`src/rtl/trace_pkg.sv`:
```
// Shared types for the instruction trace generator: per-stage entry record,
// ID range limit and ID increment helper.
package trace_pkg;

    localparam logic [31:0] ID_MAX = 32'h7FFF_FFFF;

    typedef struct packed {
        logic        v;
        logic [31:0] id;
        logic [31:0] pc;
        logic [31:0] inst;
    } trace_stage_t;

    // IDs live in 0..ID_MAX and wrap back to zero.
    function automatic logic [31:0] next_id(input logic [31:0] id);
        return (id >= ID_MAX) ? 32'd0 : id + 32'd1;
    endfunction

endpackage

```
`src/rtl/trace_stage.sv`:
```
// One pipeline-stage trace register: load takes priority over clear,
// otherwise the entry holds. Clear only drops the valid bit.
module trace_stage
    import trace_pkg::*;
(
    input  logic         clk,
    input  logic         rst_n,
    input  logic         load_i,
    input  logic         clr_i,
    input  trace_stage_t d_i,
    output trace_stage_t q_o
);

    trace_stage_t q_q;
    trace_stage_t q_d;

    always_comb begin
        q_d = q_q;
        if (load_i) begin
            q_d = d_i;
        end else if (clr_i) begin
            q_d.v = 1'b0;
        end
    end

    always_ff @(posedge clk or negedge rst_n) begin
        if (!rst_n) begin
            q_q <= '0;
        end else begin
            q_q <= q_d;
        end
    end

    assign q_o = q_q;

endmodule

```
`src/rtl/trace_gen.sv`:
```
// Instruction trace generator for a 3-stage (I/X/M) pipeline with retire.
// Define TRACE_FLUSH_EN to add the inst_v_f/cf flushed-entry report.
module trace_gen
    import trace_pkg::*;
#(
    parameter logic [31:0] ID_INIT = 32'd0
) (
    input  logic        clk,
    input  logic        reset,
    input  logic        i_fire,
    input  logic [31:0] i_pc,
    input  logic [31:0] i_inst,
    input  logic        x_adv,
    input  logic        m_adv,
    input  logic        r_adv,
    input  logic        flush,
    input  logic        rd_we,
    input  logic [4:0]  rd_addr,
    input  logic [31:0] rd_wdata,
    output logic        inst_v_i,
    output logic        inst_v_x,
    output logic        inst_v_m,
    output logic        inst_v_r,
    output logic [31:0] ci,
    output logic [31:0] cx,
    output logic [31:0] cm,
    output logic [31:0] cr,
    output logic        valid,
    output logic [31:0] pc,
    output logic [31:0] inst,
    output logic        rdv,
    output logic [4:0]  rd_x,
    output logic [31:0] rd_data,
    output logic        pcv,
    output logic [31:0] pc_x,
    output logic        ovf_err
`ifdef TRACE_FLUSH_EN
    ,
    output logic        inst_v_f,
    output logic [31:0] cf
`endif
);

    trace_stage_t i_q, x_q, m_q, i_new;
    logic [31:0]  id_q, id_d;
    logic         r_move, m_move, x_move, i_acc, ovf_d;

    // Moves are resolved back to front so a stage vacated this cycle can be
    // refilled in the same cycle. Flush blocks I->X: that entry is killed.
    always_comb begin
        r_move = r_adv & m_q.v;
        m_move = m_adv & x_q.v & (~m_q.v | r_move);
        x_move = x_adv & i_q.v & ~flush & (~x_q.v | m_move);
        i_acc  = i_fire & (~i_q.v | x_move | flush);
        ovf_d  = ovf_err
               | (i_fire & ~i_acc)
               | (x_adv & i_q.v & ~flush & ~x_move)
               | (m_adv & x_q.v & ~m_move);
        id_d   = i_acc ? next_id(id_q) : id_q;
        i_new  = '{v: 1'b1, id: id_q, pc: i_pc, inst: i_inst};
    end

    trace_stage u_stage_i (
        .clk   (clk),
        .rst_n (reset),
        .load_i(i_acc),
        .clr_i (x_move | flush),
        .d_i   (i_new),
        .q_o   (i_q)
    );

    trace_stage u_stage_x (
        .clk   (clk),
        .rst_n (reset),
        .load_i(x_move),
        .clr_i (m_move | flush),
        .d_i   (i_q),
        .q_o   (x_q)
    );

    trace_stage u_stage_m (
        .clk   (clk),
        .rst_n (reset),
        .load_i(m_move),
        .clr_i (r_move),
        .d_i   (x_q),
        .q_o   (m_q)
    );

    always_ff @(posedge clk or negedge reset) begin
        if (!reset) begin
            id_q     <= ID_INIT;
            inst_v_i <= 1'b0;
            inst_v_x <= 1'b0;
            inst_v_m <= 1'b0;
            inst_v_r <= 1'b0;
            ci       <= '0;
            cx       <= '0;
            cm       <= '0;
            cr       <= '0;
            valid    <= 1'b0;
            pc       <= '0;
            inst     <= '0;
            rdv      <= 1'b0;
            rd_x     <= '0;
            rd_data  <= '0;
            pcv      <= 1'b0;
            pc_x     <= '0;
            ovf_err  <= 1'b0;
        end else begin
            id_q     <= id_d;
            ovf_err  <= ovf_d;
            inst_v_i <= i_acc;
            inst_v_x <= x_move;
            inst_v_m <= m_move;
            inst_v_r <= r_move;
            valid    <= r_move;
            rdv      <= r_move & rd_we;
            pcv      <= flush & i_fire;
            if (i_acc)  ci <= id_q;
            if (x_move) cx <= i_q.id;
            if (m_move) cm <= x_q.id;
            if (r_move) begin
                cr      <= m_q.id;
                pc      <= m_q.pc;
                inst    <= m_q.inst;
                rd_x    <= rd_addr;
                rd_data <= rd_wdata;
            end
            if (flush & i_fire) pc_x <= i_pc;
        end
    end

`ifdef TRACE_FLUSH_EN
    logic        kill_x, kill_i;
    logic        pend_v_q, pend_v_d, fv_d;
    logic [31:0] pend_id_q, pend_id_d, fid_d;

    // Killed entries report X first; a second kill waits one cycle in pend.
    // X cannot be valid again in the cycle right after a flush, so one
    // pending slot is always enough.
    always_comb begin
        kill_x    = flush & x_q.v & ~m_move;
        kill_i    = flush & i_q.v;
        fv_d      = 1'b0;
        fid_d     = cf;
        pend_v_d  = 1'b0;
        pend_id_d = pend_id_q;
        if (pend_v_q) begin
            fv_d  = 1'b1;
            fid_d = pend_id_q;
            if (kill_x) begin
                pend_v_d  = 1'b1;
                pend_id_d = x_q.id;
            end else if (kill_i) begin
                pend_v_d  = 1'b1;
                pend_id_d = i_q.id;
            end
        end else if (kill_x) begin
            fv_d  = 1'b1;
            fid_d = x_q.id;
            if (kill_i) begin
                pend_v_d  = 1'b1;
                pend_id_d = i_q.id;
            end
        end else if (kill_i) begin
            fv_d  = 1'b1;
            fid_d = i_q.id;
        end
    end

    always_ff @(posedge clk or negedge reset) begin
        if (!reset) begin
            pend_v_q  <= 1'b0;
            pend_id_q <= '0;
            inst_v_f  <= 1'b0;
            cf        <= '0;
        end else begin
            pend_v_q  <= pend_v_d;
            pend_id_q <= pend_id_d;
            inst_v_f  <= fv_d;
            cf        <= fid_d;
        end
    end
`endif

endmodule

```
`config.mk`:
```
export PLATFORM = sky130hd
export DESIGN_NAME = trace_gen
export DESIGN_NICKNAME = d
export VERILOG_FILES = /design/src/rtl/trace_pkg.sv /design/src/rtl/trace_stage.sv /design/src/rtl/trace_gen.sv
export SDC_FILE = /design/constraint.sdc
export NUM_CORES = 1
export LEC_CHECK = 0
export ABC_AREA = 1
export BUFFER_PORTS_ARGS = -buffer_cell sky130_fd_sc_hd__buf_2
export CAP_MARGIN = 20
export CORE_ASPECT_RATIO = 0.9
export CORE_MARGIN = 10
export CORE_UTILIZATION = 30
export DETAILED_ROUTE_END_ITERATION = 7
export GPL_TIMING_DRIVEN = 0
export PLACE_DENSITY = 0.48
export SLEW_MARGIN = 20
export SYNTH_ARGS = -nofsm -noshare
export SYNTH_HDL_FRONTEND = slang
export SYNTH_SLANG_ARGS = --single-unit
```
`constraint.sdc`:
```
create_clock -name clk -period 2.8 [get_ports clk]
set_input_delay 0.14 -clock clk [delete_from_list [all_inputs] [get_ports clk]]
set_output_delay 0.14 -clock clk [all_outputs]
set_load 0.02 [all_outputs]
```
Yosys cells after proc, flatten, opt, wreduce, memory -nomap -nowiden --
Index checks and enable logic that the tools add are counted.
Operators by class: add/subtract/negate cells 1, magnitude comparators 1, multiplexer cells 7, bitwise operators 28, reduce and logical (&&, ||, !) cells 3
Operators with widths (number):
- $add A32 B1 Y32 const B | 1
- $ge A32 B31 Y1 const B | 1
- $mux W32 | 1
- $and A1 B1 Y1 | 12
- $or A1 B1 Y1 | 9
- $not A1 Y1 | 7
- $mux W1 | 6
- $reduce_bool A2 Y1 | 3
Word-level totals: register bits 495, input bits 109, output and inout port bits 269, word-level logic and storage cells 66

Longest topological paths before layout --
Gate-level depths: netlist of run 1.
depth in word-level cells 13, gate-level depth with buffers 11

By module --
A second synthesis of run 1 with hierarchy kept.
Unflattened totals: cell total of the unflattened synthesis 2683, area total of the unflattened synthesis 23447.5 um^2
By module, submodules not included:
- trace_gen | instances 1, cells an instance 1453, area each 12122.9 um^2, sequential area each 7507.2 um^2
- trace_stage | instances 3, cells an instance 410, area each 3774.9 um^2, sequential area each 2427.3 um^2

Worst setup path before layout of run 1 --
Ideal clock, no wire load.
path type reg-to-reg, from reg id_q[0], to reg id_q[26], data arrival time 1.549 ns, data required time 2.681 ns, path slack 1.132 ns, stages on the path, launching flop included 12, path buffers 1, cell sequence dfrtp_1 > ha_1 > nand2_1 > nor2_2 > nand2_1 > nor2_4 > nand2_1 > nand2_1 > nand2_2 > buf_6 > nand2_1 > nor2_1
On the way: word-level cells in the longest chain between the ends 2, elaborated cells between the ends (all ways) 3
RTL lines:
- start, declared | line trace_gen.sv:45 | logic [31:0] id_q, id_d;
- start signal, assigned | line trace_gen.sv:111 | id_q <= id_d;
- $add A32 B1 Y32 / $ge A32 B31 Y1 (equally long branches) | line trace_pkg.sv:16 | return (id >= ID_MAX) ? 32'd0 : id + 32'd1;
- $mux W32 * | line trace_pkg.sv:16
Mark *: on every way between the ends. The rest lies on a longest branch, timed or not. A chain may end at the register's enable or synchronous reset.

Worst setup path in the final report of run 1 --
from reg u_stage_m.q_q (netlist bit u_stage_m.q_o[96]), to reg cr[26]
On the way: word-level cells in the longest chain between the ends 1
RTL lines:
- start, declared | line trace_stage.sv:14 | trace_stage_t q_q;
- start signal, assigned | line trace_stage.sv:30 | q_q <= q_d;
- $and A1 B1 Y1 | line trace_gen.sv:51 | r_move = r_adv & m_q.v;
- end signal, assigned | line trace_gen.sv:124 | cr <= m_q.id;
- end, declared | line trace_gen.sv:27 | output logic [31:0] cr,
No other way between the ends.

==> results.yml, run 1 <==
sta:
  timing.final.crit_share: 0.848
  skew_ns: 0.0232
  worst_pin_slew_ns: 0.847
  report.final.slew_viol_count: 0
  fin_tns_setup_ns: 0
  rsz0062_at_grt: "no"
  hold_violations: 0
  fmaxAchievable_mhz: 421
  setup_violations: 0
  setup_ws_ns: 0.427
  slew_headroom: 0.435
  period_needed_ns: 2.37
routing:
  drt_first_pass_iters: 5
  wl_per_cell_um: 17.7
  vias: 16100
  vias_per_cell: 4.39
  drt_iter0_markers: 935
  ant_nets: 0
  drc_errors: 0
  routed_wl_um: 64700
status:
  status: "finished clean"
global_routing:
  groute.usage.overall: 0.165
  grt_pass1_wl_um: 101000
  gr-total-overflow: 0
  grt_start_max_net_pins: 97
  grt_pass1_vias: 16800
  antenna_found_initial: 3
pwr:
  p_leak_nw: 13.7
  ir_worst_vdd_v: 0.000552
  total_power_w: 0.0216
  p_per_area_mw_per_mm2: 839
floorplanning:
  initial_core_util: 0.302
  die-area_mm2: 0.0767
  ios: 378
  fp.coreArea_mm2: 0.0655
  std_cell_rows: 89
  die_w_um: 291
  dieHeight_um: 264
yosys:
  ys_warn_count: 0
  yosysSeqAreaShare: 0.625
  syn_nets: 2322
  synth_cell_types: 27
  netlist_area_mm2: 0.0198
  yosys_register_bits: 495
  syn_inst: 2212
  syn_avg_cell_area_um2: 8.95
place:
  dp_cells: 3458
  post-place-ws_ns: 0.302
  port_buffers: 377
  gp_congestion: 0.861
  dp_hpwl_um: 47900
clock_tree:
  clk_pin_slew_ns: 0.06
  clk_latency_ns: 0.60
  htreeDepth: 2
  clk_path_buf_depth: 3
  cts_buffers: 54
  post_cts_buffers: 0
  cts_tree: "yes"
  cts-root-buf: "clkbuf_16"
  cts_num_sinks: 495
finish:
  layout-drive-gt1-share: 0.215
  fin_nets: 2869
  final_cell_mix: "nand2_1 (907), dfrtp_1 (495), buf_2 (399)"
  syn_to_final_growth_pct: 30.1
  fin_cells: 3666
  utilization: 0.393
  layout_commonest_cell: "nand2_1"
setup_path:
  crit_fanout: 10
  cp-end-kind: "flop"
  worstSetupPathType: "reg2reg"
  critPathLaunchType: "flop"
  required_ns: 3.30
  worstPathArrival_ns: 2.87
min_path:
  worstHoldPathType: "in2async"
job:
  max_cap_viol_count: 0
==> sequential cells by signal (all words and copies together), names as in the netlist, 5 cells and up <==
signal	flops
rd_x	5
u_stage_m.q_o	65
cm	32
pc	32
pc_x	32
id_q	32
ci	32
rd_data	32
cr	32
u_stage_i.q_o	65
u_stage_x.q_o	97
inst	32
==> path summary, 6_finish.rpt <==
check | startpoint | endpoint | slack, ns | depth (start not counted)
max | u_stage_m.q_o[96] | cr[26] | 0.43 | 5
min | reset | rd_data[11] | 0.09 | 2
max reg2reg | u_stage_m.q_o[96] | cr[26] | 0.43 | 5
min reg2reg | u_stage_x.q_o[20] | u_stage_m.q_o[20] | 0.47 | 2
max in group asynchronous | reset | cm[25] | 1.34 | 4
min in group clk | x_adv | u_stage_i.q_o[96] | 0.15 | 6
==> Yosys cell counts, drive strengths merged <==
library cell / count / area (µm²)
nand2: 912 / 3450
buf: 131 / 915
a21oi: 13 / 80.1
xnor2: 2 / 17.5
nor2: 73 / 284
dfrtp: 495 / 12400
nor3: 6 / 30.0
nand3b: 2 / 15.0
nand3: 29 / 145
o21ai: 293 / 1470
o21bai: 1 / 7.51
nand4: 10 / 62.6
ha: 1 / 12.5
clkbuf: 69 / 259
inv: 171 / 642
xor2: 4 / 35.0
==> routing by layer <==
layer | wire, µm | vias to the layer above | global-route usage
met4 | 1750 | 2 | 0.0526
met2 | 29900 | 319 | 0.267
met5 | 7 | - | 0
li1 | - | 7858 | -
met1 | 30200 | 7809 | 0.222
met3 | 2910 | 97 | 0.0311
==> cells by family after synthesis <==
| kind of cell | share of synthesized area |
|---|---|
| buffers and inverters | 0.0917 |
| AOI/OAI and AO/OA | 0.0785 |
| and+or+nand+nor | 0.201 |
| xor gates and xnor gates | 0.00265 |
| adders and majority gates | 0.000632 |
| DFF | 0.625 |
==> metrics by stage <==
stage               hold slack [ns]  area (µm²)
global placement              0.339       22800
global route                  0.124       25800
detailed placement            0.125       22900
finish                       0.0856       25800
CTS                          0.0745       25800
floorplan                    -0.156       19800
==> final cells by class <==
type / count / area (µm²)
Fill cell: 6695 / 39700
Sequential cell: 495 / 12400
Multi-Input combinational cell: 1346 / 5600
Timing Repair Buffer: 491 / 3130
Clock buffer: 80 / 1570
Buffer: 200 / 1170
Tap cell: 864 / 1080
Inverter: 171 / 642
Clock inverter: 17 / 174
Antenna cell: 2 / 5.00
==> report_power, final <==
| part | switching (W) | internal [W] |
|---|---|---|
| clock network | 0.00291 | 0.00414 |
| registers | 0.000946 | 0.00873 |
| logic | 0.00315 | 0.00174 |
==> critical path: stages, from the launching register on <==
cell      delay [ns]
dfrtp_1         0.38
nand2_1         0.43
clkbuf_1        0.70
clkbuf_1        0.56
nand2_1         0.09
o21ai_0         0.11
==> repair_timing <==
action	CTS	global route
hold buffers	109	0
endpoints found under the hold margin	215	0
resized for setup	0	0
No activity file was read; power rests on OpenSTA's default activity.
==> inputs of run 2 (changes only) <==
ABC_AREA = 0   (was 1)
PLACE_DENSITY = 0.49   (was 0.48)
clock period = 2.1 ns   (was 2.8 ns; I/O delays follow)
==> run 2 against run 1 <==
Clock skew is 0.0083 ns lower. Sequential power rose by 38%. Total power rose by 41%. First-iteration DRC count decreased by 33%. Flip-flop and latch count is the same. Non-clock buffer count is 9 lower. Critical endpoint is now ovf_err.
==> results.yml, run 2 <==
yosys:
  yosys_register_bits: 495
  ys_top_cells_by_area: "dfrtp_1 (63%), mux2_2 (15%), nand2_1 (12%)"
  synth_commonest_cells: "nand2_1 (604), dfrtp_1 (495), mux2_2 (261), buf_4 (99), clkbuf_1 (30)"
  yosysTopAreaCellShare: 0.630
  synth_ff_type: "dfrtp_1"
  synth.most_common_cell: "nand2_1"
  syn_inst: 1694
  syn_nets: 1804
  syn_avg_cell_area_um2: 11.6
  yosysSeqAreaShare: 0.630
  synth_cell_types: 47
  synth_top_area_cell: "dfrtp_1"
  synth_async_sr_flop_share: 1.00
  netlist_area_mm2: 0.0197
  synth_edf_count: 0
  ys_warn_count: 0
setup_path:
  cpMaxStageDelayCell: "a311oi_2"
  r2r-start: "u_stage_m.q_o[96]"
  worstSetupPathType: "reg2reg"
  reg2reg_to: "ovf_err"
  required_ns: 2.62
  cp.depth: 5
  cp.buffers_inverters: 1
  worstPathArrival_ns: 2.56
  cp-end-kind: "flop"
  rr_worst_depth: 5
  crit_chain: "nand2b_4 > a311oi_2 > a21oi_1 > o21ai_0 > dlygate4sd3_1"
  crit_family: "compound AO/OA/AOI/OAI gates"
  crit_fanout: 6
  startpoint: "u_stage_m.q_o[96]"
  critPathLaunchType: "flop"
  max_stage_delay_ns: 0.67
  rrSetupSlack_ns: 0.06
  crit_path_end: "ovf_err"
floorplanning:
  fp.coreArea_mm2: 0.0645
  dieHeight_um: 263
  std_cell_rows: 88
  die_w_um: 290
  die-area_mm2: 0.0762
  ios: 378
  initial_core_util: 0.305
clock_tree:
  htreeDepth: 2
  cts_num_sinks: 495
  cts-root-buf: "clkbuf_16"
  clk_path_buf_depth: 3
  cts_buffers: 54
  clk_pin_slew_ns: 0.06
  cts_tree: "yes"
  clk_latency_ns: 0.60
sta:
  skew_ns: 0.0149
  slew_headroom: 0.522
  hold_violations: 0
  fin_hold_ws_ns: 0.0442
  period_needed_ns: 2.04
  worst_pin_slew_ns: 0.717
  rsz0062_at_grt: "yes"
  report.final.slew_viol_count: 0
  fmaxAchievable_mhz: 490
  setup_violations: 0
  setup_ws_ns: 0.0608
  timing.final.crit_share: 0.971
routing:
  wl_per_cell_um: 18.2
  routed_wl_um: 57300
  drt_first_pass_iters: 4
  vias_per_cell: 4.40
  ant_nets: 0
  drt_iter0_markers: 622
  drc_errors: 0
  vias: 13900
finish:
  fillers: 6296
  utilization: 0.404
  syn_to_final_growth_pct: 32.6
  multi_input_area_mm2: 0.00625
  layout_commonest_cell: "nand2_1"
  regArea_mm2: 0.0124
  fin_cells: 3151
  layout-drive-gt1-share: 0.406
  final_cell_mix: "nand2_1 (601), dfrtp_1 (487), buf_2 (396)"
  largest_reg_flops: 97
  fin_nets: 2366
pwr:
  p_per_area_mw_per_mm2: 1170
  total_power_w: 0.0305
  p_leak_nw: 13.5
  ir_worst_vdd_v: 0.000707
place:
  port_buffers: 376
  dp_hpwl_um: 41000
  post-place-ws_ns: -1.03
  gp_congestion: 0.806
  dp_cells: 2930
global_routing:
  antenna_found_initial: 6
  grt_pass1_vias: 14800
  grt_start_max_net_pins: 101
  groute.usage.overall: 0.148
  grt_pass1_wl_um: 89900
  gr-total-overflow: 0
status:
  status: "finished clean"
job:
  max_cap_viol_count: 0
min_path:
  worstHoldPathType: "in2async"
run 2: cell types whose count changed in the layout (fill, tap and decap cells not counted), moves of 12 or more:
cell / previous run / this run
buf_4: 101 / 122
o21ai_0: 289 / 16
inv_1: 168 / 5
clkbuf_1: 83 / 20
mux2_2: 0 / 261
nand2_1: 907 / 601
nor2_1: 71 / 17
clkbuf_2: 1 / 13
run 2: worst register-to-register path, delay by kind of cell, from the launching register on:
family / cells / cell delay, ns
compound gates: 3 / 0.92
flops: 1 / 0.41
simple gates: 1 / 0.09
buf+inv: 1 / 0.56
run 2: logic make-up (layout without fill, tap and decap cells):
| family | count (synthesis) | after routing | share of synthesized area |
|---|---|---|---|
| adders and majority gates | 1 | 1 | 0.000636 |
| and+or+nand+nor | 703 | 703 | 0.147 |
| other | 0 | 1 | 0 |
| xor gates and xnor gates | 7 | 7 | 0.00312 |
| DFF | 495 | 495 | 0.630 |
| muxes | 261 | 261 | 0.149 |
| buffers and inverters | 184 | 785 | 0.0562 |
| AOI/OAI and AO/OA | 43 | 43 | 0.0134 |
run 2: cell type report:
| class | count | area share |
|---|---|---|
| Antenna cell | 1 | 0.0000959 |
| Buffer | 173 | 0.0448 |
| Clock buffer | 75 | 0.0606 |
| Clock inverter | 20 | 0.0112 |
| Inverter | 8 | 0.00134 |
| Multi-Input combinational cell | 1015 | 0.240 |
| Sequential cell | 495 | 0.475 |
| Tap cell | 855 | 0.0410 |
| Timing Repair Buffer | 509 | 0.126 |
run 2: stage by stage:
step	TNS [ns]	instance area, µm²
after floorplan	0	19700
after global placement	-4820.02	22600
after detailed placement	-171.69	22800
after CTS	0	26000
after global routing	-0.0394	26100
final	0	26100
run 2: what timing repair did:
item | in CTS | in global routing
hold endpoints to repair | 465 | 0
hold buffers | 111 | 0
pin swaps | 3 | 4
setup buffers | 10 | 6
setup endpoints to repair | 442 | 136
resized for setup | 58 | 31
gates cloned | 0 | 1
run 2: power by group:
group	internal, W	switching [W]	leakage, nW
sequential	0.0119	0.00137	6.23
combinational	0.00318	0.00414	6.31
clock	0.00609	0.00386	0.927
total	0.0212	0.00937	13.5
run 2: worst min path at each step:
stage | from | end | slack, ns | cells after the start
after CTS | reset | u_stage_x.q_o[32] | 0.02 | 2
after global placement | i_inst[31] | u_stage_i.q_o[31] | 0.30 | 3
final | reset | cr[19] | 0.04 | 2
after floorplan | reset | ci[0] | -0.19 | 0
after global routing | reset | cr[19] | 0.05 | 2
after detailed placement | reset | cr[19] | 0.08 | 1
run 2: layer usage:
| metal | part of all wire | vias up | wire, µm | track usage |
|---|---|---|---|---|
| met2 | 0.46 | 360 | 26500 | 0.235 |
| met4 | 0.020 | 0 | 1130 | 0.0373 |
| met5 | 0 | - | 0 | 0 |
| met3 | 0.065 | 76 | 3700 | 0.0410 |
| li1 | - | 6591 | - | - |
| met1 | 0.45 | 6835 | 25900 | 0.195 |
==> inputs of run 3 (changes only) <==
CORE_ASPECT_RATIO = default   (was 0.9)
==> run 3 against run 2 <==
The run now ends with negative setup slack left. Setup slack worse by 0.080 ns. Clock-buffer cell count grew 10. Wire length decreased by 0.15%. Design area increased by 0.32%. Sequential power is essentially flat. Sequential share of layout area decreased by 0.16 points. Largest cell class unchanged.
==> results.yml, run 3 (same netlist as run 2, synthesis figures left out) <==
status:
  status: "finished with violations"
  violations: "negative setup slack"
floorplanning:
  std_cell_rows: 93
  fp.coreArea_mm2: 0.0647
  die_w_um: 276
  die-area_mm2: 0.0762
  initial_core_util: 0.304
  ios: 378
  dieHeight_um: 276
routing:
  wl_per_cell_um: 18.1
  ant_nets: 0
  drc_errors: 0
  drt_first_pass_iters: 4
  vias_per_cell: 4.39
  vias: 13800
  routed_wl_um: 57200
  drt_iter0_markers: 678
clock_tree:
  clk_path_buf_depth: 3
  htreeDepth: 2
  cts_tree: "yes"
  cts_num_sinks: 495
  cts-root-buf: "clkbuf_16"
  clk_latency_ns: 0.60
  cts_buffers: 55
  clk_pin_slew_ns: 0.05
finish:
  layout_commonest_cell: "nand2_1"
  fin_area_mm2: 0.0262
  syn_to_final_growth_pct: 33.1
  largest_reg_flops: 97
  fin_nets: 2365
  final_cell_mix: "nand2_1 (601), dfrtp_1 (490), buf_2 (395)"
  n_antenna_cell: 0
  layout-drive-gt1-share: 0.404
  utilization: 0.404
pwr:
  p_leak_nw: 13.5
  p_per_area_mw_per_mm2: 1180
  total_power_w: 0.0308
  ir_worst_vdd_v: 0.000617
setup_path:
  reg2reg_to: "ovf_err"
  cp-end-kind: "flop"
  cpMaxStageDelayCell: "a311oi_2"
  critPathLaunchType: "flop"
  crit_chain: "nand2b_4 > a311oi_2 > a21oi_1 > o21ai_0 > dlygate4sd3_1"
  crit_family: "compound AO/OA/AOI/OAI gates"
  rr_worst_depth: 5
  r2r-start: "u_stage_m.q_o[96]"
  rrSetupSlack_ns: -0.02
  cp.buffers_inverters: 1
  max_stage_delay_ns: 0.71
  cp.depth: 5
  worstPathArrival_ns: 2.64
  required_ns: 2.62
  worstSetupPathType: "reg2reg"
  crit_fanout: 6
sta:
  setup_ws_ns: -0.0193
  timing.final.crit_share: 1.01
  hold_violations: 0
  fmaxAchievable_mhz: 472
  worst_pin_slew_ns: 0.765
  period_needed_ns: 2.12
  report.final.slew_viol_count: 0
  setup_violations: 1
  rsz0062_at_grt: "yes"
  slew_headroom: 0.490
  skew_ns: 0.0202
  fin_tns_setup_ns: -0.0193
place:
  dpl_cell_area_mm2: 0.0228
  port_buffers: 376
  dp_hpwl_um: 41200
  post-place-ws_ns: -1.16
  gp_congestion: 0.786
global_routing:
  groute.usage.overall: 0.146
  grt_start_max_net_pins: 101
  gr-total-overflow: 0
  antenna_found_initial: 1
  grt_pass1_wl_um: 88600
  grt_pass1_vias: 14800
min_path:
  worstHoldPathType: "in2async"
job:
  max_cap_viol_count: 0
-- run 3: changes by cell type in the layout (fill, tap and decap cells not counted), sizes merged --
cell,before,now
buf,541,540
inv,10,9
clkbuf,105,115
dlygate4sd3,111,110
clkinv,10,6
diode,1,0
-- run 3: worst max-delay path by stage --
stage | from | to | slack [ns]
finish | u_stage_m.q_o[96] | ovf_err | -0.02
floorplan | id_q[0] | id_q[29] | 0.14
detailed placement | u_stage_m.q_o[96] | u_stage_m.q_o[55] | -1.16
global placement | reset | rd_data[19] | -9.49
global route | u_stage_m.q_o[96] | ovf_err | -0.08
CTS | id_q[8] | id_q[29] | 0.0003
-- run 3: metal layers --
| metal | wire, µm | global-route usage |
|---|---|---|
| met1 | 25500 | 0.190 |
| met2 | 27100 | 0.237 |
| met3 | 3490 | 0.0387 |
| met4 | 1080 | 0.0377 |
| met5 | 0 | 0 |
-- run 3: area by class of cell --
cell class / count / area, µm²
clock buffers: 85 / 1670
fillers: 6371 / 38500
well taps: 855 / 1070
clock inverters: 15 / 268
plain buffers: 174 / 1190
flip-flops and latches: 495 / 12400
inverters: 8 / 37.5
repair buffers: 506 / 3280
multi-input cells: 1015 / 6260
-- run 3: stage by stage --
stage | hold slack [ns] | std cells
2_1_floorplan | -0.191 | 1694
3_3_place_gp | 0.305 | 2925
3_5_place_dp | 0.0910 | 2931
4_1_cts | 0.0235 | 3147
5_1_grt | 0.0588 | 3153
6_report | 0.0370 | 3153
-- run 3: power by group --
| part | internal [W] | leakage, nW | switching [W] | total (W) |
|---|---|---|---|---|
| sequential | 0.0119 | 6.23 | 0.00137 | 0.0133 |
| combinational | 0.00316 | 6.31 | 0.00415 | 0.00732 |
| clock | 0.00630 | 0.951 | 0.00390 | 0.0102 |
-- run 3: what timing repair did --
| item | CTS | global route |
|---|---|---|
| gates resized for setup | 65 | 35 |
| hold buffers | 110 | 0 |
| pin swaps | 1 | 4 |
| cloned | 0 | 1 |
| setup buffers | 7 | 6 |
| hold endpoints to repair | 358 | 0 |
| endpoints found under the setup margin | 442 | 118 |
